==> config.mk <==
export PLATFORM = sky130hd
export DESIGN_NAME = move_keypad
export DESIGN_NICKNAME = d
export VERILOG_FILES = /design/src/rtl/ttt_pkg.sv /design/src/rtl/sync2.sv /design/src/rtl/move_keypad.sv
export SDC_FILE = /design/constraint.sdc
export NUM_CORES = 1
export LEC_CHECK = 0
export CAP_MARGIN = 10
export CORE_ASPECT_RATIO = 1.75
export CORE_MARGIN = 8
export CORE_UTILIZATION = 52
export DETAILED_ROUTE_END_ITERATION = 8
export PLACE_DENSITY = 0.76
export SLEW_MARGIN = 25
export SYNTH_ARGS = -nofsm -noshare
export SYNTH_HDL_FRONTEND = slang
export SYNTH_SLANG_ARGS = --single-unit
==> constraint.sdc <==
create_clock -name clk -period 2.95 [get_ports clk]
set_input_delay 0.295 -clock clk [delete_from_list [all_inputs] [get_ports clk]]
set_output_delay 0.295 -clock clk [all_outputs]
set_load 0.01 [all_outputs]
==> src/rtl/ttt_pkg.sv <==
// Shared types and constants for the tic-tac-toe game block and its keypad front end.
// Position codes are what the game block's 4-bit `in` port consumes.
package ttt_pkg;

    localparam int NUM_POS = 9;

    typedef logic [3:0] pos_t;

    localparam pos_t POS_NONE = 4'd0;
    localparam pos_t POS_1    = 4'd1;
    localparam pos_t POS_2    = 4'd2;
    localparam pos_t POS_3    = 4'd3;
    localparam pos_t POS_4    = 4'd4;
    localparam pos_t POS_5    = 4'd5;
    localparam pos_t POS_6    = 4'd6;
    localparam pos_t POS_7    = 4'd7;
    localparam pos_t POS_8    = 4'd8;
    localparam pos_t POS_9    = 4'd9;

    typedef enum logic [1:0] {
        IDLE    = 2'd0,
        SETTLE  = 2'd1,
        ISSUE   = 2'd2,
        RELEASE = 2'd3
    } keypad_state_t;

    function automatic logic is_one_hot(input logic [NUM_POS-1:0] v);
        return (v != '0) && ((v & (v - 9'd1)) == '0);
    endfunction

    function automatic logic is_multi(input logic [NUM_POS-1:0] v);
        return (v != '0) && !is_one_hot(v);
    endfunction

    // Bit k of a one-hot button vector maps to board position k+1.
    function automatic pos_t encode_pos(input logic [NUM_POS-1:0] onehot);
        pos_t p;
        p = POS_NONE;
        for (int k = 0; k < NUM_POS; k++) begin
            if (onehot[k]) begin
                p = pos_t'(k + 1);
            end
        end
        return p;
    endfunction

endpackage

==> src/rtl/sync2.sv <==
// Two-flop synchronizer for asynchronous level inputs, cleared by async reset.
module sync2 #(
    parameter int WIDTH = 1
) (
    input  logic             clk,
    input  logic             rst,
    input  logic [WIDTH-1:0] d,
    output logic [WIDTH-1:0] q
);

    logic [WIDTH-1:0] meta;

    always_ff @(posedge clk or posedge rst) begin
        if (rst) begin
            meta <= '0;
            q    <= '0;
        end else begin
            meta <= d;
            q    <= meta;
        end
    end

endmodule

==> src/rtl/move_keypad.sv <==
// Debounces nine board pushbuttons into a held position code with a one-cycle strobe
// per accepted press; multi-button presses and bounce never produce a code.
module move_keypad
    import ttt_pkg::*;
#(
    parameter int DEBOUNCE_CYCLES = 1_000_000,
    parameter int CNT_W           = $clog2(DEBOUNCE_CYCLES) + 1
) (
    input  logic               clk,
    input  logic               rst,
    input  logic [NUM_POS-1:0] btn,
    output pos_t               move,
    output logic               move_valid,
    output logic               multi_press,
    output logic               busy
);

    localparam logic [CNT_W-1:0] CNT_LAST = CNT_W'(DEBOUNCE_CYCLES - 1);

    logic [NUM_POS-1:0] btn_s;
    logic [NUM_POS-1:0] cap, cap_next;
    logic [CNT_W-1:0]   cnt, cnt_next;
    keypad_state_t      state, state_next;
    pos_t               move_next;
    logic               move_valid_next;

    sync2 #(.WIDTH(NUM_POS)) u_sync (
        .clk (clk),
        .rst (rst),
        .d   (btn),
        .q   (btn_s)
    );

    always_ff @(posedge clk or posedge rst) begin
        if (rst) begin
            state <= IDLE;
            cnt   <= '0;
            cap   <= '0;
        end else begin
            state <= state_next;
            cnt   <= cnt_next;
            cap   <= cap_next;
        end
    end

    // The code and strobe are loaded on the edge that enters ISSUE, so both are
    // visible for exactly the ISSUE cycle and the code then holds.
    always_comb begin
        state_next      = state;
        cnt_next        = cnt;
        cap_next        = cap;
        move_next       = move;
        move_valid_next = 1'b0;
        case (state)
            IDLE: begin
                if (is_one_hot(btn_s)) begin
                    cap_next   = btn_s;
                    cnt_next   = '0;
                    state_next = SETTLE;
                end
            end
            SETTLE: begin
                if (btn_s != cap) begin
                    cnt_next   = '0;
                    state_next = IDLE;
                end else if (cnt == CNT_LAST) begin
                    move_next       = encode_pos(cap);
                    move_valid_next = 1'b1;
                    state_next      = ISSUE;
                end else begin
                    cnt_next = cnt + CNT_W'(1);
                end
            end
            ISSUE: begin
                cnt_next   = '0;
                state_next = RELEASE;
            end
            RELEASE: begin
                // Any activity, including a re-press, restarts the quiet-time count.
                if (btn_s != '0) begin
                    cnt_next = '0;
                end else if (cnt == CNT_LAST) begin
                    cnt_next   = '0;
                    state_next = IDLE;
                end else begin
                    cnt_next = cnt + CNT_W'(1);
                end
            end
            default: begin
                cnt_next   = '0;
                state_next = IDLE;
            end
        endcase
    end

    always_ff @(posedge clk or posedge rst) begin
        if (rst) begin
            move        <= POS_NONE;
            move_valid  <= 1'b0;
            multi_press <= 1'b0;
        end else begin
            move        <= move_next;
            move_valid  <= move_valid_next;
            multi_press <= is_multi(btn_s);
        end
    end

    assign busy = (state != IDLE);

    cap_one_hot_a: assert property (@(posedge clk) disable iff (rst)
        (state != IDLE) |-> $onehot(cap));

endmodule

==> reports/qor.yml <==
power_leakage_nw: 1.29
syn_area_um2: 2670
reg2reg_slack_ns: 0.39
synthesis.instances: 263
synthToLayoutAreaGrowth_pct: 13.1
r2r-start: "u_sync.q[1]$_DFF_PP0_"
grt_max_degree: 26
cp-start-kind: "register"
ys_seq_area_share_pct: 52.5
io_pins: 18
worstPathArrival_ns: 2.76
crit_chain: "or4_4, nor3_2, o311a_1, a31o_1, nor4_1, a21o_1"
clkSlewWorstSetupHoldPaths_ns: 0.09
achievable-frequency_mhz: 391
pwr-share-seq_pct: 54.9
die_h_um: 111
clockBufferDepth: 2
p_per_area_nw_per_um2: 522
antenna_cells: 0
sw_frac_of_total_pct: 22.6
worst_pin_slew_ns: 0.701
h-tree-depth: 2
combPwrFrac_pct: 8.6
postSynthAreaPerCell_um2: 10.1
postPlaceCellArea_um2: 2890
antenna_found_initial: 0
core_um2: 4980
drt_iter0_drc: 88
portBuffers: 17
cap_violations: 0
wl_per_cell_um: 17.0
cts_resized: 0
grt_pass1_vias: 2086
p_int_mw: 1.22
power_frac_clock_pct: 36.4
synth_cell_types: 49
dieArea_um2: 7770
vias_per_cell: 6.10
power_switching_mw: 0.356
drive_gt1_share_pct: 9.29
fin_setup_tns_ns: 0
via_count: 2036
critPathMaxStageDelay_ns: 0.61
routed_wirelength_um: 5690
clock_sinks: 56
worst_slack_ns: 0.390
final_util_pct: 60.6
hold_viol: 0
fin_skew_ns: 0.00543
rsz0062_at_grt: "false"
grt_first_pass_wirelength_um: 9670
cp_slowest_cell: "a31o_1"
overflow: 0
rows: 34
slew_headroom_pct: 53.3
cts_hold_buf: 0
cp_num_buf_inv: 0
report.power.total_mw: 1.58
min_period_over_period_pct: 86.8
hp-class: "primary input to async pin"
first_pass_iters: 4
design_area_um2: 3020
ant_nets: 0
final_max_slew_viol_count: 0
start_util_pct: 53.6
synth_nets: 275
place_congestion: 0.873
synth_warnings: 0
ys_seq_elements: 56
critPathRequiredTime_ns: 3.15
die_w_um: 70.1
setup_viol: 0
critPathKind: "register to register"
cts-root-buf: "clkbuf_8"
cts_tree: "done"
grt.total_usage_pct: 15.1
dp_slack_ns: 0.378
status: "complete, no violations"
dpl.hpwl_um: 4230
num-fill-cells: 443
r2r_end: "cnt[0]$_DFFE_PP0P_"
cp_max_fo: 22
r2r_cells: 6
cp_top_family: "compound AO/OA/AOI/OAI gates"
end_kind: "register"
numCtsBuffers: 5
fin_crit_ns: 2.56
insertion_delay_ns: 0.30
ir_drop_mv: 0.481
cts_setup_buffers: 0
nets: 292
drc_errors: 0
[synth_stat cells, drive strengths merged]
cell type	instances	area (µm²)
a21boi	2	15.0
a21o	3	22.5
a21oi	15	75.1
a22oi	3	22.5
a31o	1	8.76
and2	6	37.5
and3	7	43.8
and4	1	8.76
buf	2	16.3
clkbuf	10	37.5
dfrtp	56	1400
ha	1	12.5
inv	6	22.5
maj3	1	10.0
mux2	10	113
mux2i	1	10.0
nand2	25	96.4
nand2b	3	18.8
nand3	9	45.0
nand3b	1	7.51
nand4	4	25.0
nand4b	1	8.76
nor2	14	52.6
nor2b	2	12.5
nor3	4	25.0
nor3b	2	15.0
nor4	5	31.3
nor4b	2	17.5
o2111ai	1	8.76
o21a	1	7.51
o21ai	25	125
o21bai	3	22.5
o22ai	1	6.26
o311a	2	20.0
o311ai	1	8.76
o31ai	12	90.1
o41ai	1	8.76
or2	2	12.5
or3	2	12.5
or4	2	18.8
xnor2	2	17.5
xor2	11	96.3
[flip-flops by register name, indices dropped and copies added, names as in the netlist, named ones only]
name and flops:
cap 9, cnt 21, move 4, move_valid 1
multi_press 1, state 1, u_sync.meta 9, u_sync.q 9
[cells in the final DEF (no fill, tap or decap), types with 6 or more instances in the layout]
master and count:
dfrtp_1 56, nand2_1 24, o21ai_0 23, clkdlybuf4s50_1 17, a21oi_1 15, nor2_1 14
o31ai_1 12, xor2_1 11, nand3_1 9, mux2_2 9, and3_1 7, and2_1 6
[power groups by stage]
stage,Clock (mW),Sequential [mW],Combinational (mW)
floorplan,0,0.861,0.107
global placement,0,0.878,0.138
detailed placement,0,0.882,0.139
CTS,0.582,0.866,0.140
global route,0.606,0.873,0.158
finish,0.574,0.866,0.136
[per-layer routing]
metal | part of all wire [%] | up-vias | track usage (%)
li1 | - | 978 | -
met1 | 38 | 1012 | 15.7
met2 | 57 | 33 | 28.0
met3 | 2.3 | 13 | 2.15
met4 | 3.1 | 0 | 7.55
met5 | 0 | - | 0
[area by class of cell]
type / count / area [µm²] / share of cell area (%)
Clock buffer: 5 / 68.8 / 2.28
Inverter: 6 / 22.5 / 0.746
Tap cell: 54 / 67.6 / 2.24
Sequential cell: 56 / 1400 / 46.4
Timing Repair Buffer: 22 / 208 / 6.88
Multi-Input combinational cell: 189 / 1190 / 39.4
Clock inverter: 2 / 60.1 / 1.99
[stage by stage]
step           cells  hold WS [ns]
6_report         334         0.230
5_1_grt          334         0.264
4_1_cts          334         0.238
3_5_place_dp     327         0.336
3_3_place_gp     327         0.336
2_1_floorplan    263         0.326
[worst reg2reg max path: stages, from the launching register on]
cell	delay (ns)
dfrtp_1	0.44
or4_4	0.57
nor3_2	0.30
o311a_1	0.24
a31o_1	0.61
nor4_1	0.13
a21o_1	0.18
[how the worst max path moves through the flow]
stage | from | endpoint | slack [ns] | depth (start not counted)
3_5_place_dp | u_sync.q[1]$_DFF_PP0_ | cnt[0]$_DFFE_PP0P_ | 0.38 | 6
4_1_cts | u_sync.q[1]$_DFF_PP0_ | cnt[0]$_DFFE_PP0P_ | 0.36 | 6
2_1_floorplan | u_sync.q[1]$_DFF_PP0_ | cnt[5]$_DFFE_PP0P_ | 0.66 | 7
3_3_place_gp | u_sync.q[1]$_DFF_PP0_ | cnt[4]$_DFFE_PP0P_ | 0.45 | 6
5_1_grt | u_sync.q[2]$_DFF_PP0_ | cnt[13]$_DFFE_PP0P_ | 0.18 | 6
6_report | u_sync.q[1]$_DFF_PP0_ | cnt[0]$_DFFE_PP0P_ | 0.39 | 6
[kinds of logic after synthesis]
family | after synthesis | synth area share (%)
adders and majority gates | 2 | 0.844
AOI/OAI and AO/OA | 71 | 16.6
muxes | 11 | 4.60
and+or+nand+nor | 92 | 18.3
DFF | 56 | 52.5
buffers and inverters | 18 | 2.86
xor gates and xnor gates | 13 | 4.27
(Power assumes the default switching activity.)
